==> config.mk <==
export PLATFORM = sky130hd
export DESIGN_NAME = sand_drop_ctrl
export DESIGN_NICKNAME = d
export VERILOG_FILES = /design/src/rtl/sandpile_pkg.sv /design/src/rtl/sand_drop_ctrl_debounce.sv /design/src/rtl/sand_drop_ctrl.sv
export SDC_FILE = /design/constraint.sdc
export NUM_CORES = 1
export LEC_CHECK = 0
export ABC_AREA = 1
export ABC_CLOCK_PERIOD_IN_PS = 5200
export CAP_MARGIN = 40
export CELL_PAD_IN_SITES_DETAIL_PLACEMENT = 1
export CELL_PAD_IN_SITES_GLOBAL_PLACEMENT = 1
export CORE_MARGIN = 2
export CORE_UTILIZATION = 47
export CTS_CLUSTER_DIAMETER = 80
export DETAILED_ROUTE_END_ITERATION = 8
export DONT_BUFFER_PORTS = 1
export PLACE_DENSITY = 0.76
export SETUP_SLACK_MARGIN = 0.3
export SYNTH_ARGS = -nofsm -noshare
export SYNTH_HDL_FRONTEND = slang
export SYNTH_SLANG_ARGS = --single-unit
==> constraint.sdc <==
create_clock -name clk -period 5.2 [get_ports clk]
set_input_delay 0.78 -clock clk [delete_from_list [all_inputs] [get_ports clk]]
set_output_delay 0.78 -clock clk [all_outputs]
set_load 0.01 [all_outputs]
==> src/rtl/sandpile_pkg.sv <==
// Shared types and constants for the sand array write side: coordinates, button directions, LFSR constants.
// No logic of its own; latency and backpressure are defined by the modules that import it.
package sandpile_pkg;

    localparam int COORD_W = 9;

    typedef logic [COORD_W-1:0] coord_t;

    typedef enum logic [1:0] {
        DIR_UP,
        DIR_DOWN,
        DIR_LEFT,
        DIR_RIGHT
    } dir_t;

    typedef enum logic {
        ST_IDLE,
        ST_ISSUE
    } issue_state_t;

    // Galois form, right-shifting, taps 16,14,13,11
    localparam logic [15:0] LFSR_SEED = 16'hACE1;
    localparam logic [15:0] LFSR_TAPS = 16'hB400;

    function automatic coord_t eff_res(input coord_t res, input coord_t max_size);
        if (res == '0)
            return coord_t'(1);
        else if (res > max_size)
            return max_size;
        else
            return res;
    endfunction

    function automatic logic [15:0] lfsr_next(input logic [15:0] s);
        return {1'b0, s[15:1]} ^ (s[0] ? LFSR_TAPS : 16'h0000);
    endfunction

endpackage

==> src/rtl/sand_drop_ctrl_debounce.sv <==
// Button conditioner: 2-flop synchroniser plus counter debounce; level flips after DEBOUNCE_CYCLES stable cycles.
// Rise pulse is registered alongside the level flip; no backpressure, the pulse is lost if not consumed.
module btn_debounce #(
    parameter int DEBOUNCE_CYCLES = 250000
) (
    input  logic clk,
    input  logic rst,
    input  logic btn,
    output logic level,
    output logic rise
);

    localparam int CNT_W = $clog2(DEBOUNCE_CYCLES) + 1;

    logic             sync_q1;
    logic             sync_q2;
    logic [CNT_W-1:0] cnt;

    always_ff @(posedge clk) begin
        if (rst) begin
            sync_q1 <= 1'b0;
            sync_q2 <= 1'b0;
            cnt     <= '0;
            level   <= 1'b0;
            rise    <= 1'b0;
        end else begin
            sync_q1 <= btn;
            sync_q2 <= sync_q1;
            rise    <= 1'b0;
            if (sync_q2 == level) begin
                // any return to the current level restarts the stability window
                cnt <= '0;
            end else if (cnt == CNT_W'(DEBOUNCE_CYCLES - 1)) begin
                cnt   <= '0;
                level <= sync_q2;
                rise  <= sync_q2;
            end else begin
                cnt <= cnt + 1'b1;
            end
        end
    end

endmodule

==> src/rtl/sand_drop_ctrl.sv <==
// Drop initiator for the sand array: cursor control, manual/auto drops, one drop per frame; drop_o 1 cycle after new_frame_i.
// No backpressure: the array accepts every strobe. Define SANDDROP_RANDOM_EN for LFSR-placed auto drops.
module sand_drop_ctrl
    import sandpile_pkg::*;
#(
    parameter int MAX_SIZE        = 32,
    parameter int DEBOUNCE_CYCLES = 250000,
    parameter int RATE_W          = 4
) (
    input  logic               clk,
    input  logic               rst,
    input  logic               new_frame_i,
    input  logic [COORD_W-1:0] resolution_i,
    input  logic               btn_up_i,
    input  logic               btn_down_i,
    input  logic               btn_left_i,
    input  logic               btn_right_i,
    input  logic               btn_drop_i,
    input  logic               auto_en_i,
    input  logic [RATE_W-1:0]  auto_rate_i,
    output logic               drop_o,
    output logic [COORD_W-1:0] drop_x_o,
    output logic [COORD_W-1:0] drop_y_o,
    output logic [COORD_W-1:0] cursor_x_o,
    output logic [COORD_W-1:0] cursor_y_o
);

    localparam int BTN_DROP = 4;

    logic [4:0] btn_raw;
    logic [4:0] btn_lvl;
    logic [4:0] btn_rise;

    assign btn_raw = {btn_drop_i, btn_right_i, btn_left_i, btn_down_i, btn_up_i};

    for (genvar i = 0; i < 5; i++) begin : g_btn
        btn_debounce #(
            .DEBOUNCE_CYCLES(DEBOUNCE_CYCLES)
        ) u_btn (
            .clk  (clk),
            .rst  (rst),
            .btn  (btn_raw[i]),
            .level(btn_lvl[i]),
            .rise (btn_rise[i])
        );
    end

    logic step_up, step_down, step_left, step_right;

    assign step_up    = btn_rise[int'(DIR_UP)];
    assign step_down  = btn_rise[int'(DIR_DOWN)];
    assign step_left  = btn_rise[int'(DIR_LEFT)];
    assign step_right = btn_rise[int'(DIR_RIGHT)];

    coord_t res_eff;
    coord_t res_max;
    coord_t cur_x;
    coord_t cur_y;

    assign res_eff = eff_res(resolution_i, coord_t'(MAX_SIZE));
    assign res_max = res_eff - coord_t'(1);

    always_ff @(posedge clk) begin
        if (rst) begin
            cur_x <= '0;
            cur_y <= '0;
        end else if (cur_x > res_max || cur_y > res_max) begin
            // a shrink takes priority; button steps in this cycle are dropped
            if (cur_x > res_max) cur_x <= res_max;
            if (cur_y > res_max) cur_y <= res_max;
        end else begin
            if (step_right && !step_left && cur_x < res_max)
                cur_x <= cur_x + coord_t'(1);
            else if (step_left && !step_right && cur_x != '0)
                cur_x <= cur_x - coord_t'(1);
            if (step_down && !step_up && cur_y < res_max)
                cur_y <= cur_y + coord_t'(1);
            else if (step_up && !step_down && cur_y != '0)
                cur_y <= cur_y - coord_t'(1);
        end
    end

    assign cursor_x_o = cur_x;
    assign cursor_y_o = cur_y;

    coord_t auto_x;
    coord_t auto_y;

`ifdef SANDDROP_RANDOM_EN
    logic [15:0] lfsr;

    always_ff @(posedge clk) begin
        if (rst)
            lfsr <= LFSR_SEED;
        else
            lfsr <= lfsr_next(lfsr);
    end

    assign auto_x = coord_t'(lfsr[8:0] % res_eff);
    assign auto_y = coord_t'(lfsr[15:7] % res_eff);
`else
    assign auto_x = cur_x;
    assign auto_y = cur_y;
`endif

    logic [RATE_W-1:0] frame_cnt;
    logic              auto_due;
    logic              pending;
    issue_state_t      state;

    assign auto_due = auto_en_i && new_frame_i && (frame_cnt == auto_rate_i);

    always_ff @(posedge clk) begin
        if (rst) begin
            frame_cnt <= '0;
        end else if (!auto_en_i) begin
            frame_cnt <= '0;
        end else if (new_frame_i) begin
            frame_cnt <= auto_due ? '0 : frame_cnt + 1'b1;
        end
    end

    always_ff @(posedge clk) begin
        if (rst) begin
            state    <= ST_IDLE;
            pending  <= 1'b0;
            drop_o   <= 1'b0;
            drop_x_o <= '0;
            drop_y_o <= '0;
        end else begin
            case (state)
                ST_IDLE: begin
                    if (btn_rise[BTN_DROP])
                        pending <= 1'b1;
                    if (new_frame_i && (pending || auto_due)) begin
                        // manual request owns the position when both are due
                        state    <= ST_ISSUE;
                        drop_o   <= 1'b1;
                        drop_x_o <= pending ? cur_x : auto_x;
                        drop_y_o <= pending ? cur_y : auto_y;
                    end
                end
                ST_ISSUE: begin
                    state   <= ST_IDLE;
                    drop_o  <= 1'b0;
                    pending <= 1'b0;
                end
                default: begin
                    state  <= ST_IDLE;
                    drop_o <= 1'b0;
                end
            endcase
        end
    end

endmodule

**Word level (Yosys, flattened, before mapping)**

Index checks and enable logic that the tools add are counted.

- Flip-flop bits (word level): 158
- Word-level logic and storage cells: 134

- Add/subtract/negate cells: 11
- $lt $le $gt $ge: 5
- Equality and inequality tests: 15
- Multiplexer cells: 17
- Bitwise operators: 12
- Reductions and logical operators: 41

Operator list:

| cell | count |
|---|---|
| adder 19 x 1 -> 19 bit (second input constant) | 5 |
| == test 19 x 18 -> 1 bit (second input constant) | 5 |
| two-way mux 9 bit | 10 |
| OR reduction 3 bit | 10 |
| subtractor 9 x 1 -> 9 bit (second input constant) | 3 |
| adder 9 x 1 -> 9 bit (second input constant) | 2 |
| > comparator 9 bit | 2 |
| < comparator 9 bit | 2 |
| nonzero test 9 bit | 2 |
| AND reduction 2 bit | 8 |
| inverter 1 bit | 12 |
| logical AND 1 bit | 11 |
| > comparator 9 x 6 -> 1 bit (second input constant) | 1 |
| zero test 9 bit | 1 |
| one-hot mux 1 bit (2 select lines) | 3 |
| nonzero test 3 bit | 2 |
| == test 1 bit | 5 |
| adder 4 x 1 -> 4 bit (second input constant) | 1 |
| == test 4 bit | 1 |
| zero test 1 bit | 4 |
| two-way mux 4 bit | 1 |
| != test 2 x 1 -> 1 bit (second input constant) | 2 |
| != test 2 bit (second input constant) | 2 |
| two-way mux 1 bit | 3 |
| 2 further kinds | 3 |

**Longest topological paths before layout**

Gate-level depths: netlist of the first run.

- Depth in word-level cells: 8
- Gate-level depth with buffers: 33
- Depth with buffers taken out: 33

**Hierarchy**

From an unflattened synthesis of the first run, not the netlist that was laid out.

- Cell total of the unflattened synthesis: 1290
- Area, all modules: 8853.5 µm²

Modules (own cells, without submodules):

| module | instances | cells each | area each (µm²) | sequential area each (µm²) |
|---|---|---|---|---|
| btn_debounce | 5 | 161 | 1127.3 | 460.4 |
| sand_drop_ctrl | 1 | 485 | 3216.8 | 860.8 |

**Least setup slack after synthesis of the first run**

OpenSTA, ideal clock, no wires.

- Kind: in2reg
- Start: input port resolution_i[6]
- End: register cur_y[8], in the netlist cursor_y_o[8]
- Arrival time: 4.321 ns
- Setup slack: 0.815 ns
- Cell stages on the path: 32
- Path buffers: 0
- Path through: or2_1 nor2_2 nand2_1 nand2_1 nand2_2 ha_1 inv_1 nor2_2 xor2_1 inv_1 ha_1 nand3_1 nand2_1 inv_1 nand2_1 nand2_2 nand3_1 ha_1 a21oi_1 nand2_1 nand2_1 nand2_1 a21oi_1 o21ai_0 nand2_1 nand2_1 xor2_1 inv_1 nand2_1 a21oi_1 nor2_1 nor2_1

- Longest elaborated chain between the ends: 8

RTL lines:

| item | RTL line | text |
|---|---|---|
| start, declared | sand_drop_ctrl.sv:13 | `input logic [COORD_W-1:0] resolution_i,` |
| > comparator 9 x 6 -> 1 bit | sandpile_pkg.sv:28 | `else if (res > max_size)` |
| two-way mux 9 bit | sandpile_pkg.sv:28 |  |
| two-way mux 9 bit * | sandpile_pkg.sv:26 | `if (res == '0)` |
| subtractor 9 x 1 -> 9 bit * | sand_drop_ctrl.sv:61 | `assign res_max = res_eff - coord_t'(1);` |
| > comparator 9 bit, or another cell as far along | sand_drop_ctrl.sv:67 | `end else if (cur_x > res_max \|\| cur_y > res_max) begin` |
| logical OR 1 bit / logical AND 1 bit (equally long branches) | sand_drop_ctrl.sv:67, sand_drop_ctrl.sv:76 |  |
| != test 2 bit (no source line), or another cell as far along | -- |  |
| AND reduction 2 bit (no source line) / two-way mux 9 bit (equally long branches) | -- |  |
| end signal, assigned | sand_drop_ctrl.sv:70 | `if (cur_y > res_max) cur_y <= res_max;` |
| end signal, assigned | sand_drop_ctrl.sv:77 | `cur_y <= cur_y + coord_t'(1);` |
| end signal, assigned | sand_drop_ctrl.sv:79 | `cur_y <= cur_y - coord_t'(1);` |
| end, declared | sand_drop_ctrl.sv:58 | `coord_t cur_y;` |

Mark *: on every way between the ends. The rest lies on a longest branch, timed or not. The select of a mux whose other input is x is not followed.
A chain may end at the register's enable or synchronous reset.

**Worst setup path in the final report of the first run**

- Start: input port resolution_i[6]
- End: register cur_x[7], in the netlist cursor_x_o[7]

- Longest elaborated chain between the ends: 8

RTL lines:

| item | RTL line | text |
|---|---|---|
| > comparator 9 x 6 -> 1 bit | sandpile_pkg.sv:28 |  |
| two-way mux 9 bit | sandpile_pkg.sv:28 |  |
| two-way mux 9 bit * | sandpile_pkg.sv:26 |  |
| subtractor 9 x 1 -> 9 bit * | sand_drop_ctrl.sv:61 |  |
| > comparator 9 bit, or another cell as far along | sand_drop_ctrl.sv:67, sand_drop_ctrl.sv:69 |  |
| logical OR 1 bit / logical AND 1 bit (equally long branches) | sand_drop_ctrl.sv:67, sand_drop_ctrl.sv:72 |  |
| != test 2 x 1 -> 1 bit (no source line), or another cell as far along | -- |  |
| AND reduction 2 bit (no source line) / two-way mux 9 bit (equally long branches) | -- |  |
| end signal, assigned | sand_drop_ctrl.sv:69 | `if (cur_x > res_max) cur_x <= res_max;` |
| end signal, assigned | sand_drop_ctrl.sv:73 | `cur_x <= cur_x + coord_t'(1);` |
| end signal, assigned | sand_drop_ctrl.sv:75 | `cur_x <= cur_x - coord_t'(1);` |
| end, declared | sand_drop_ctrl.sv:57 | `coord_t cur_x;` |

Marked as above.

==> results of run 1 <==
-- what timing repair did --
| item | CTS | global route |
|---|---|---|
| endpoints found under the hold margin | 0 | 0 |
| endpoints found under the setup margin | 0 | 1 |
| gates resized for setup | 0 | 1 |
| hold buffers | 0 | 0 |
-- critical path, delay by kind of cell --
kind                     cells  cell delay [ns]
AND/OR/NAND/NOR             17             1.70
adder cells (fa/ha/maj)      3             0.96
AO/OA/AOI/OAI                4             0.51
buffers and inverters        5             0.37
XOR/XNOR                     2             0.35
-- cells by family (layout without fill, tap and decap cells) --
kind of cell,Yosys count,after routing,share of synthesized area
compound gates,159,159,0.1121
xor+xnor,44,44,0.04890
fa+ha+maj,33,33,0.05429
buf+inv,182,196,0.09176
flops,158,158,0.4013
simple gates,496,496,0.2916
-- Yosys cell counts (all sizes together), types with 3 or more instances --
cell,number,area (µm²)
nand3,50,265.3
nor3b,11,82.58
nor2,169,646.9
and3,3,18.77
inv,163,611.8
nand2,159,666.9
clkbuf,13,48.80
a21oi,74,381.6
o21ai,60,304.0
xnor2,13,113.9
nand4,20,125.1
a31oi,3,18.77
o21a,5,37.54
nor4,28,175.2
buf,6,62.55
nor3,46,252.7
xor2,31,271.5
o21bai,3,22.52
o211ai,3,22.52
dfxtp,158,3163
ha,31,387.9
or2,8,50.05
-- power groups by stage --
stage          combinational, mW  clock [mW]  sequential [mW]
6_report                   0.981        1.17             1.42
5_1_grt                     1.14        1.25             1.43
4_1_cts                    0.990        1.20             1.42
3_5_place_dp               0.979           0             1.45
3_3_place_gp               0.965           0             1.45
2_1_floorplan              0.856           0             1.39
-- flip-flops by register name, indices dropped and copies added (netlist names) --
register             count
g_btn.u_btn.cnt         95
pending                  1
state                    1
g_btn.u_btn.sync_q1      5
drop_o                   1
g_btn.u_btn.level        5
cursor_y_o               9
g_btn.u_btn.sync_q2      5
g_btn.u_btn.rise         5
cursor_x_o               9
drop_y_o                 9
drop_x_o                 9
frame_cnt                4
-- cell usage in the layout (no fill, tap or decap), types with 2 or more instances in the layout --
cell,count
sky130_fd_sc_hd__nor2_1,164
sky130_fd_sc_hd__inv_1,161
sky130_fd_sc_hd__dfxtp_1,158
sky130_fd_sc_hd__nand2_1,141
sky130_fd_sc_hd__a21oi_1,71
sky130_fd_sc_hd__nand3_1,46
sky130_fd_sc_hd__nor3_1,44
sky130_fd_sc_hd__o21ai_0,35
sky130_fd_sc_hd__xor2_1,31
sky130_fd_sc_hd__ha_1,31
sky130_fd_sc_hd__nor4_1,28
sky130_fd_sc_hd__o21ai_1,24
sky130_fd_sc_hd__nand4_1,20
sky130_fd_sc_hd__clkbuf_16,17
sky130_fd_sc_hd__nand2_2,13
sky130_fd_sc_hd__xnor2_1,13
sky130_fd_sc_hd__nor3b_1,11
sky130_fd_sc_hd__or2_2,7
sky130_fd_sc_hd__clkinvlp_4,7
sky130_fd_sc_hd__nor2_2,5
sky130_fd_sc_hd__nand2_4,5
sky130_fd_sc_hd__o21a_1,5
sky130_fd_sc_hd__nand3_2,4
sky130_fd_sc_hd__a21oi_2,3
sky130_fd_sc_hd__o211ai_1,3
sky130_fd_sc_hd__o21bai_1,3
sky130_fd_sc_hd__and3_1,3
sky130_fd_sc_hd__a31oi_1,3
sky130_fd_sc_hd__clkinv_4,3
sky130_fd_sc_hd__inv_2,2
sky130_fd_sc_hd__nor3_4,2
sky130_fd_sc_hd__a41oi_1,2
sky130_fd_sc_hd__fa_1,2
sky130_fd_sc_hd__inv_6,2
-- per-stage QoR --
step / instance area [µm²] / hold slack (ns) / std cells / util
final: 8610 / 0.3985 / 1306 / 0.5229
after global routing: 8610 / 0.3790 / 1306 / 0.5229
after CTS: 8605 / 0.3821 / 1306 / 0.5226
after detailed placement: 8053 / 0.3982 / 1274 / 0.4891
after global placement: 8053 / 0.3910 / 1274 / 0.4891
after floorplan: 7881 / 0.3883 / 1072 / -
-- per-layer routing --
| layer | share of wire | vias up | track usage | wire length (µm) |
|---|---|---|---|---|
| li1 | - | 3505 | - | - |
| met1 | 0.48 | 3149 | 0.2803 | 8774 |
| met2 | 0.47 | 75 | 0.3640 | 8700 |
| met3 | 0.037 | 22 | 0.05479 | 674 |
| met4 | 0.014 | 0 | 0.06442 | 260 |
| met5 | 0 | - | 0 | 0 |
-- how the worst min path moves through the flow --
| stage | to | slack [ns] | cells past startpoint |
|---|---|---|---|
| global placement | g_btn[4].u_btn.sync_q2$_SDFF_PP0_ | 0.39 | 2 |
| global route | cursor_y_o[4]$_SDFFE_PP0P_ | 0.38 | 1 |
| CTS | cursor_y_o[4]$_SDFFE_PP0P_ | 0.38 | 1 |
| finish | cursor_y_o[4]$_SDFFE_PP0P_ | 0.40 | 1 |
| floorplan | g_btn[0].u_btn.sync_q2$_SDFF_PP0_ | 0.39 | 2 |
| detailed placement | g_btn[4].u_btn.sync_q2$_SDFF_PP0_ | 0.40 | 2 |
-- layout make-up --
type                    count  share of cell area
repair buffers              1           0.0008720
inverters                 163             0.07107
clock buffers              18             0.05101
flip-flops and latches    158              0.3674
multi-input cells         732              0.4646
well taps                 220             0.03197
clock inverters            14             0.01308
==> flow_summary.ini, run 1 <==
[yosys]
synth_nets = 1127
flops_latches_synth = 158
netlist_area_um2 = 7881
yosysSeqAreaShare = 0.4013
synth_top_flop_cell = sky130_fd_sc_hd__dfxtp_1
yosys_warning_count = 0
fraction_of_registers_with_async_set_or_reset_after_synthesis = 0
avgSynthCellArea_um2 = 7.352
synth_edf_count = 0
netlist_instances = 1072
yosys.cell_types.count = 48

[finish]
synthToLayoutAreaGrowth_pct = 9.240
design.final.nets = 1128
final-seq-area_um2 = 3163
n_antenna_cell = 0
num-fill-cells = 2131
drive_above_1_share = 0.07090
multi_input_area_um2 = 4000

[clocking]
insertion_delay_ns = 0.43
path_clk_slew_ns = 0.07
cts_setup_buffers = 0
ctsLongestPathBuffers = 2
clock_tree_from_tritoncts = built
clock_tree.root_cell = sky130_fd_sc_hd__clkbuf_16
cts.sinks = 158
num_cts_buffers = 17
cts-htree-levels = 4

[drt]
avgRoutedWirePerCell_um = 14.10
ant_nets = 0
drc_errors = 0
routed-via-count = 6751
routed_via_density = 5.169
detailed_routing_iteration_count_for_the_pre_antenna_repair_pass = 4
dr.first_iter.drc_count = 215
detail_route.wirelength_um = 18410

[pwr]
reported_net_switching_power_mw = 1.314
static-leakage-power_nw = 3.259
ir_drop_mv = 0.2705
p_comb_frac = 0.275
power.share.switching = 0.3678
p_int_mw = 2.259
share_seq_of_total_power = 0.398
p_per_area_nw_per_um2 = 415.1
clock_group_share_of_total_power = 0.327
finalPower_mw = 3.573

[floorplanning]
core_region_area_um2 = 16470
start_util = 0.4786
die_area_um2 = 17820
die_h_um = 133.5
top_level_ports = 59
rows = 47
floorplan.die.width_um = 133.5

[timing]
setup_total_negative_slack_ns = 0
report.final.hold_viol_count = 0
max_clock_freq_ghz = 0.2289
postLayoutSetupSlackWorst_ns = 0.8314
period_needed_ns = 4.369
finalClockSkew_ns = 0.009842
worst-slew-pin-transition_ns = 0.8925
fin_crit_sh = 0.8401
slew_headroom = 0.4004
report.final.setup_viol = 0
rsz0062_at_grt = no
timing_max_transition_violations_final = 0

[worst_setup_path]
crit_path_start_kind = input port
path_max_fanout = 10
crit_arrival_ns = 4.69
r2r_end = cursor_x_o[7]$_SDFFE_PP0P_
cell_depth_of_the_worst_flop_to_flop_path = 21
timing.setup.critical_path_class = in2reg
worst_ep_required_time_ns = 5.52
origin_of_the_critical_flop_to_flop_path = cursor_x_o[1]$_SDFFE_PP0P_
critical_path.max_stage_delay_ns = 0.44
crit_start = resolution_i[6]
cp_slowest_cell = sky130_fd_sc_hd__ha_1
reg2reg_setup_slack_ns = 1.72
setup.worst_path.end = cursor_x_o[7]$_SDFFE_PP0P_
kind_of_end_point_of_the_critical_path = register

[min_path]
holdCritPathClass = in2reg
timing.hold.worst.start = rst

[global_routing]
gr-total-overflow = 0
grt.total_usage = 0.2183
grt_pass1_vias = 6765
grt_antenna_before_repair = 0
grt_pass1_wl_um = 31640
grt_start_max_net_pins = 27

[placed_design]
dpl_worst_slack_ns = 0.2663
placement.io_buffers = 0
gp_routability_congestion = 0.7840
detailed_placement_hpwl_um = 13610

[run]
max_cap_violations = 0

[status]
result_of_the_run = completed
No activity file was read; power rests on OpenSTA's default activity.
==> inputs of run 2 (changes only) <==
- ABC_CLOCK_PERIOD_IN_PS: 5200 -> 4100
- clock period: 5.2 -> 4.1 ns (I/O delays scaled with it)
==> flow_summary.ini, run 2 (synthesis results as in run 1) <==
[worst_setup_path]
crit_arrival_ns = 3.99
crit_start = resolution_i[5]
worst_ep_required_time_ns = 4.46
critPathMostFrequentCell = sky130_fd_sc_hd__nand2_1
crit_path_start_kind = input port
origin_of_the_critical_flop_to_flop_path = cursor_y_o[1]$_SDFFE_PP0P_
cpLargestDelayFamily = simple AND/OR/NAND/NOR gates
critical_path.max_stage_delay_ns = 0.31
kind_of_end_point_of_the_critical_path = register
timing.setup.critical_path_class = in2reg
path_max_fanout = 6
cp_slowest_cell = sky130_fd_sc_hd__ha_1
timing.critical_path.buf_inv = 6

[global_routing]
grt_pass1_wl_um = 33200
grt_antenna_before_repair = 0
gr-total-overflow = 0
grt_start_max_net_pins = 27
grt.total_usage = 0.2289
grt_pass1_vias = 6913

[timing]
rsz0062_at_grt = yes
fin_crit_sh = 0.8855
worst-slew-pin-transition_ns = 0.8962
max_clock_freq_ghz = 0.2754
period_needed_ns = 3.631
postLayoutSetupSlackWorst_ns = 0.4695
timing_max_transition_violations_final = 0
slew_headroom = 0.3980
report.final.setup_viol = 0
finalClockSkew_ns = 0.008271
report.final.hold_viol_count = 0

[min_path]
timing.hold.worst.start = rst
holdCritPathClass = in2reg

[placed_design]
gp_routability_congestion = 0.8298
placement.io_buffers = 0
detailed_placement_hpwl_um = 14340
dpl_worst_slack_ns = -0.1047
dp.cells = 1283

[drt]
detailed_routing_iteration_count_for_the_pre_antenna_repair_pass = 4
ant_nets = 0
detail_route.wirelength_um = 20050
routed-via-count = 6900
avgRoutedWirePerCell_um = 15.13
drc_errors = 0
dr.first_iter.drc_count = 235
routed_via_density = 5.208

[finish]
drive_above_1_share = 0.1140
regMostFlops = g_btn.u_btn.cnt
largest_register_ff_count = 95
design.final.nets = 1147
layout_common_cells = 162 x sky130_fd_sc_hd__nor2_1, 159 x sky130_fd_sc_hd__inv_1, 158 x sky130_fd_sc_hd__dfxtp_1
finalCoreUtilization = 0.5562
most_common_cell_after_layout_fill_and_taps_aside = sky130_fd_sc_hd__nor2_1
n_antenna_cell = 0
post_layout_nonfiller_instances = 1325
synthToLayoutAreaGrowth_pct = 16.19
num-fill-cells = 2066

[floorplanning]
floorplan.die.width_um = 133.5
core_region_area_um2 = 16470
top_level_ports = 59
rows = 47
die_area_um2 = 17820
die_h_um = 133.5
start_util = 0.4786

[status]
result_of_the_run = completed

[clocking]
num_cts_buffers = 17
clock_tree.root_cell = sky130_fd_sc_hd__clkbuf_16
cts-htree-levels = 4
path_clk_slew_ns = 0.06
clock_tree_from_tritoncts = built
ctsLongestPathBuffers = 2
insertion_delay_ns = 0.43
cts.sinks = 158

[pwr]
p_per_area_nw_per_um2 = 569.4
static-leakage-power_nw = 3.462
p_int_mw = 3.449
power.share.switching = 0.3387
clock_group_share_of_total_power = 0.362
p_comb_frac = 0.293
ir_drop_mv = 0.3397
reported_net_switching_power_mw = 1.766
share_seq_of_total_power = 0.346

[run]
max_cap_violations = 0
run 2: path summary, 6_finish.rpt:
| kind | to | slack (ns) | depth (start not counted) |
|---|---|---|---|
| worst max-delay path | cursor_y_o[8]$_SDFFE_PP0P_ | 0.47 | 29 |
| worst min-delay path | g_btn[1].u_btn.sync_q1$_SDFF_PP0_ | 0.25 | 1 |
| worst max register to register | cursor_y_o[8]$_SDFFE_PP0P_ | 0.85 | 19 |
| worst min register to register | g_btn[3].u_btn.sync_q2$_SDFF_PP0_ | 0.41 | 2 |
run 2: timing repair:
item,4_1_cts,5_1_grt
cloned,0,0
buffers inserted,0,10
hold buffers,0,0
pin swaps,0,19
endpoints found under the setup margin,1,5
gates resized for setup,1,24
run 2: cell type report:
type                       instances  area [µm²]  share of cell area
clock inverter                    12       255.2             0.02787
inverter                         163       616.8             0.06736
sequential                       158        3163              0.3454
timing repair buffer              20       153.9             0.01681
tap                              220       275.3             0.03006
multi-input combinational        732        4247              0.4637
clock buffer                      20       446.7             0.04878
run 2: through the flow:
stage	TNS (ns)	hold WS (ns)	power, mW	cell area [µm²]
final	0	0.2521	5.215	9158
after global routing	0	0.2393	5.508	9158
after CTS	0	0.2349	5.112	8959
after global placement	0	0.3941	3.177	8249
after detailed placement	-0.3048	0.3962	3.202	8249
after floorplan	0	0.3883	2.908	8010
run 2: metal layers:
layer / vias to the layer above / wire, µm / global-route usage
li1: 3532 / - / -
met1: 3256 / 9274 / 0.2888
met2: 95 / 9637 / 0.3883
met3: 17 / 882 / 0.05289
met4: 0 / 253 / 0.07388
met5: - / 0 / 0
run 2: power by group through the flow:
stage	logic, mW	registers, mW	clock network (mW)
6_report	1.53	1.80	1.89
5_1_grt	1.71	1.81	1.98
4_1_cts	1.39	1.80	1.92
3_5_place_dp	1.37	1.83	0
3_3_place_gp	1.35	1.83	0
2_1_floorplan	1.13	1.77	0
==> variant 1, RTL diff (flow settings as in run 1) <==
Build with the macro `SANDDROP_RANDOM_EN` defined.
--- a/src/rtl/sand_drop_ctrl.sv
+++ b/src/rtl/sand_drop_ctrl.sv
@@ -1,5 +1,7 @@
 // Drop initiator for the sand array: cursor control, manual/auto drops, one drop per frame; drop_o 1 cycle after new_frame_i.
 // No backpressure: the array accepts every strobe. Define SANDDROP_RANDOM_EN for LFSR-placed auto drops.
+`define SANDDROP_RANDOM_EN
+
 module sand_drop_ctrl
     import sandpile_pkg::*;
 #(
Function: changed (Yosys sat finds a counterexample within 4 cycles, from zero or initial values and one cycle with rst high).
==> variant 1 against run 1 <==
  * The run now fails in clock tree synthesis (4_1_cts)
  * Area after synthesis up 58%
  * Synthesized cell count up 65%
==> variant 1: results (changes against run 1) <==
metric;value;unit;change
status;stopped before the end;;
Failed at;clock tree synthesis (4_1_cts);;
Tool Error;[ERROR DPL-0033] detailed placement checks failed during check placement.;;
Final HPWL DP;32400;microns;+140%
Clock Tree Buf Depth;2;;unchanged
Synth warnings;0;;unchanged
Synth area leaders;dfxtp_1, ha_1, nand2_1;;
H-tree Lvls;4;;unchanged
post_cts resized;263;;+263
total placed cells including tap cells;2422;;+90%
CTS Buf Count;17;;unchanged
Post-Syn Area per Cell;7.05;sq um;-4.1%
setup bufs post-CTS;106;;+106
FFs w/ async S/R, synth;0;%;unchanged
Seq/Total Area, Yosys;28.0;%;-12 points
#FFs+latches synth;174;;+10%
Port Buffers;0;;unchanged
Synth top cells by count;nand2_1, inv_1, dfxtp_1, nor2_1, a21oi_1;;
Synth cell types;59;;+23%
routability cong.;0.873;;+11%
Root Buffer;clkbuf_16;;
==> variant 1: per-stage QoR <==
step / setup WS, ns / area (sq um) / TNS (ns) / utilization (%)
2_1_floorplan: -6.63 / 12800 / -117.82 / -
3_3_place_gp: -6.87 / 15600 / -116.57 / 59.9
3_5_place_dp: -7.53 / 15600 / -132.39 / 60.0
==> variant 1: cell families after synthesis <==
kind of cell,Yosys count,share of synthesized area (%)
AOI/OAI and AO/OA,315,15.4
xor gates and xnor gates,95,6.68
adders and majority gates,134,13.7
buffers and inverters,270,8.33
DFF,174,28.0
other,1,0.0301
and+or+nand+nor,778,27.9
==> variant 2, RTL diff (settings of run 1) <==
Made on the original files. One comparison of `cnt` changes from == to >=.
--- a/src/rtl/sand_drop_ctrl_debounce.sv
+++ b/src/rtl/sand_drop_ctrl_debounce.sv
@@ -30,7 +30,7 @@
             if (sync_q2 == level) begin
                 // any return to the current level restarts the stability window
                 cnt <= '0;
-            end else if (cnt == CNT_W'(DEBOUNCE_CYCLES - 1)) begin
+            end else if (cnt >= CNT_W'(DEBOUNCE_CYCLES - 1)) begin
                 cnt   <= '0;
                 level <= sync_q2;
                 rise  <= sync_q2;
Check against the original RTL: no difference found for any inputs over 4 cycles, from zero or initial values and one cycle with rst high; that may be too few to reach the edited logic, so the function may still have changed.
==> variant 2 against run 1 <==
  * Worst hold slack improved by 0.012 ns
  * Critical path depth decreased by 1
  * Power increased by 17%
  * Utilization increased by 0.40 points
  * Sequential cell count unchanged
  * Register-to-register slack improved by 0.09 ns
  * Worst setup slack got worse by 0.017 ns
  * Maximum frequency decreased by 0.40%
  * Routed wire length increased by 3.4%
  * Cell area increased by 0.41%
  * Cell count increased by 0.77%
  * Critical path type unchanged
  * Area after synthesis decreased by 0.89%
  * Count of clock-buffer cells in the layout unchanged
==> variant 2: results (changes against run 1) <==
metric;value;unit;change
status;finished clean;;
DRT iter0 DRCs;294;;+37%
routed len/inst;14.5;microns;+2.7%
Hold Path Depth;2;;+1
beginning of the worst register-to-register path;cursor_x_o[2];;
origin of the worst setup path;resolution_i[0];;
share of layout cells above drive strength 1;6.20;%;-0.89 points
Synth top cells by count;nand2_1, nor2_1, dfxtp_1, inv_1, nand3_1;;
Post-Syn Area per Cell;7.26;sq um;-1.3%
vias per cell;5.16;;-0.20%
share of the synthesized area in the top cell type;40.5;%;+0.36 points
placed standard-cell area;8040;sq um;-0.17%
Final HPWL DP;14000;microns;+3.1%
Critical Path AT;4.75;ns;+0.06 ns
Seq/Total Area, Yosys;40.5;%;+0.36 points
number of global-route vias before repair;6866;;+1.5%
pre-CTS worst setup slack;0.243;ns;-0.0233 ns
static leakage;3.53;nW;+8.2%
Compound-Gate Fraction of Synth Area;9.82;%;-1.4 points
Synth cell types;46;;-4.2%
Adder-Cell Fraction of Synth Area;5.48;%;+0.049 points
HP Class;reg -> reg;;
largest net degree at the start of global routing;36;;+33%
first-pass GRT wire length;32300;microns;+2.0%
Worst Reg-to-Reg Cells;22;;+4.8%
slowest stage delay, CP;0.41;ns;-0.03 ns
routability cong.;0.813;;+3.7%
leading cell type in the layout, fill and taps excluded;nand2_1;;
Post-layout nets;1138;;+0.89%
FILL cells;2098;;-1.5%
peak supply drop;0.310;mV;+15%
Overall Global Routing Usage;22.5;%;+0.64 points
Worst Tran Pin Value;0.893;ns;+0.000190 ns
XOR/XNOR share of the synthesized area;4.71;%;-0.18 points
Final Skew;0.00771;ns;-0.00213 ns
variant 2: cell count changes after synthesis, sizes merged, moves of 4 or more:
cell / delta
o21ai: -12
nand3b: +4
or2: -4
o21a: -5
inv: -10
nor4: -17
a21oi: -6
nor3: -12
nand3: +21
nor3b: +17
nand2: +32
variant 2: logic make-up (layout without fill, tap and decap cells):
group                    after synthesis  after routing
buffers and inverters                171            187
XOR/XNOR                              42             42
AND/OR/NAND/NOR                      532            532
AO/OA/AOI/OAI                        139            139
flip-flops                           158            158
adder cells (fa/ha/maj)               33             33
other                                  1              5
variant 2: per-layer routing:
layer  up-vias  global-route usage, %  share of wire, %
met2        81                   38.9                49
met5         -                      0                 0
met4         0                   6.57               1.3
met1      3192                   27.7                46
met3        19                   5.52               3.8
li1       3497                      -                 -
variant 2: area by class of cell:
type,instances,area [sq um],share of cell area (%)
tap,220,275,3.18
multi-input combinational,751,4020,46.5
clock buffer,18,439,5.08
clock inverter,14,154,1.78
sequential,158,3160,36.6
inverter,153,574,6.64
timing repair buffer,2,15.0,0.174
variant 2: power breakdown:
part / internal (mW) / switching [mW] / total (mW)
clock: 0.729 / 0.528 / 1.26
sequential: 1.29 / 0.179 / 1.47
combinational: 0.496 / 0.973 / 1.47
total: 2.51 / 1.68 / 4.19
variant 2: path summary, 6_finish.rpt:
check | slack [ns] | endpoint
max reg2reg | 1.81 | cursor_x_o[8]
min reg2reg | 0.41 | g_btn[2].u_btn.sync_q2
max | 0.81 | cursor_y_o[8]
min | 0.41 | g_btn[2].u_btn.sync_q2
variant 2: timing repair:
| action | CTS | global route |
|---|---|---|
| setup buffers | 0 | 0 |
| hold endpoints to repair | 0 | 0 |
| endpoints found under the setup margin | 0 | 1 |
| resized for setup | 0 | 2 |
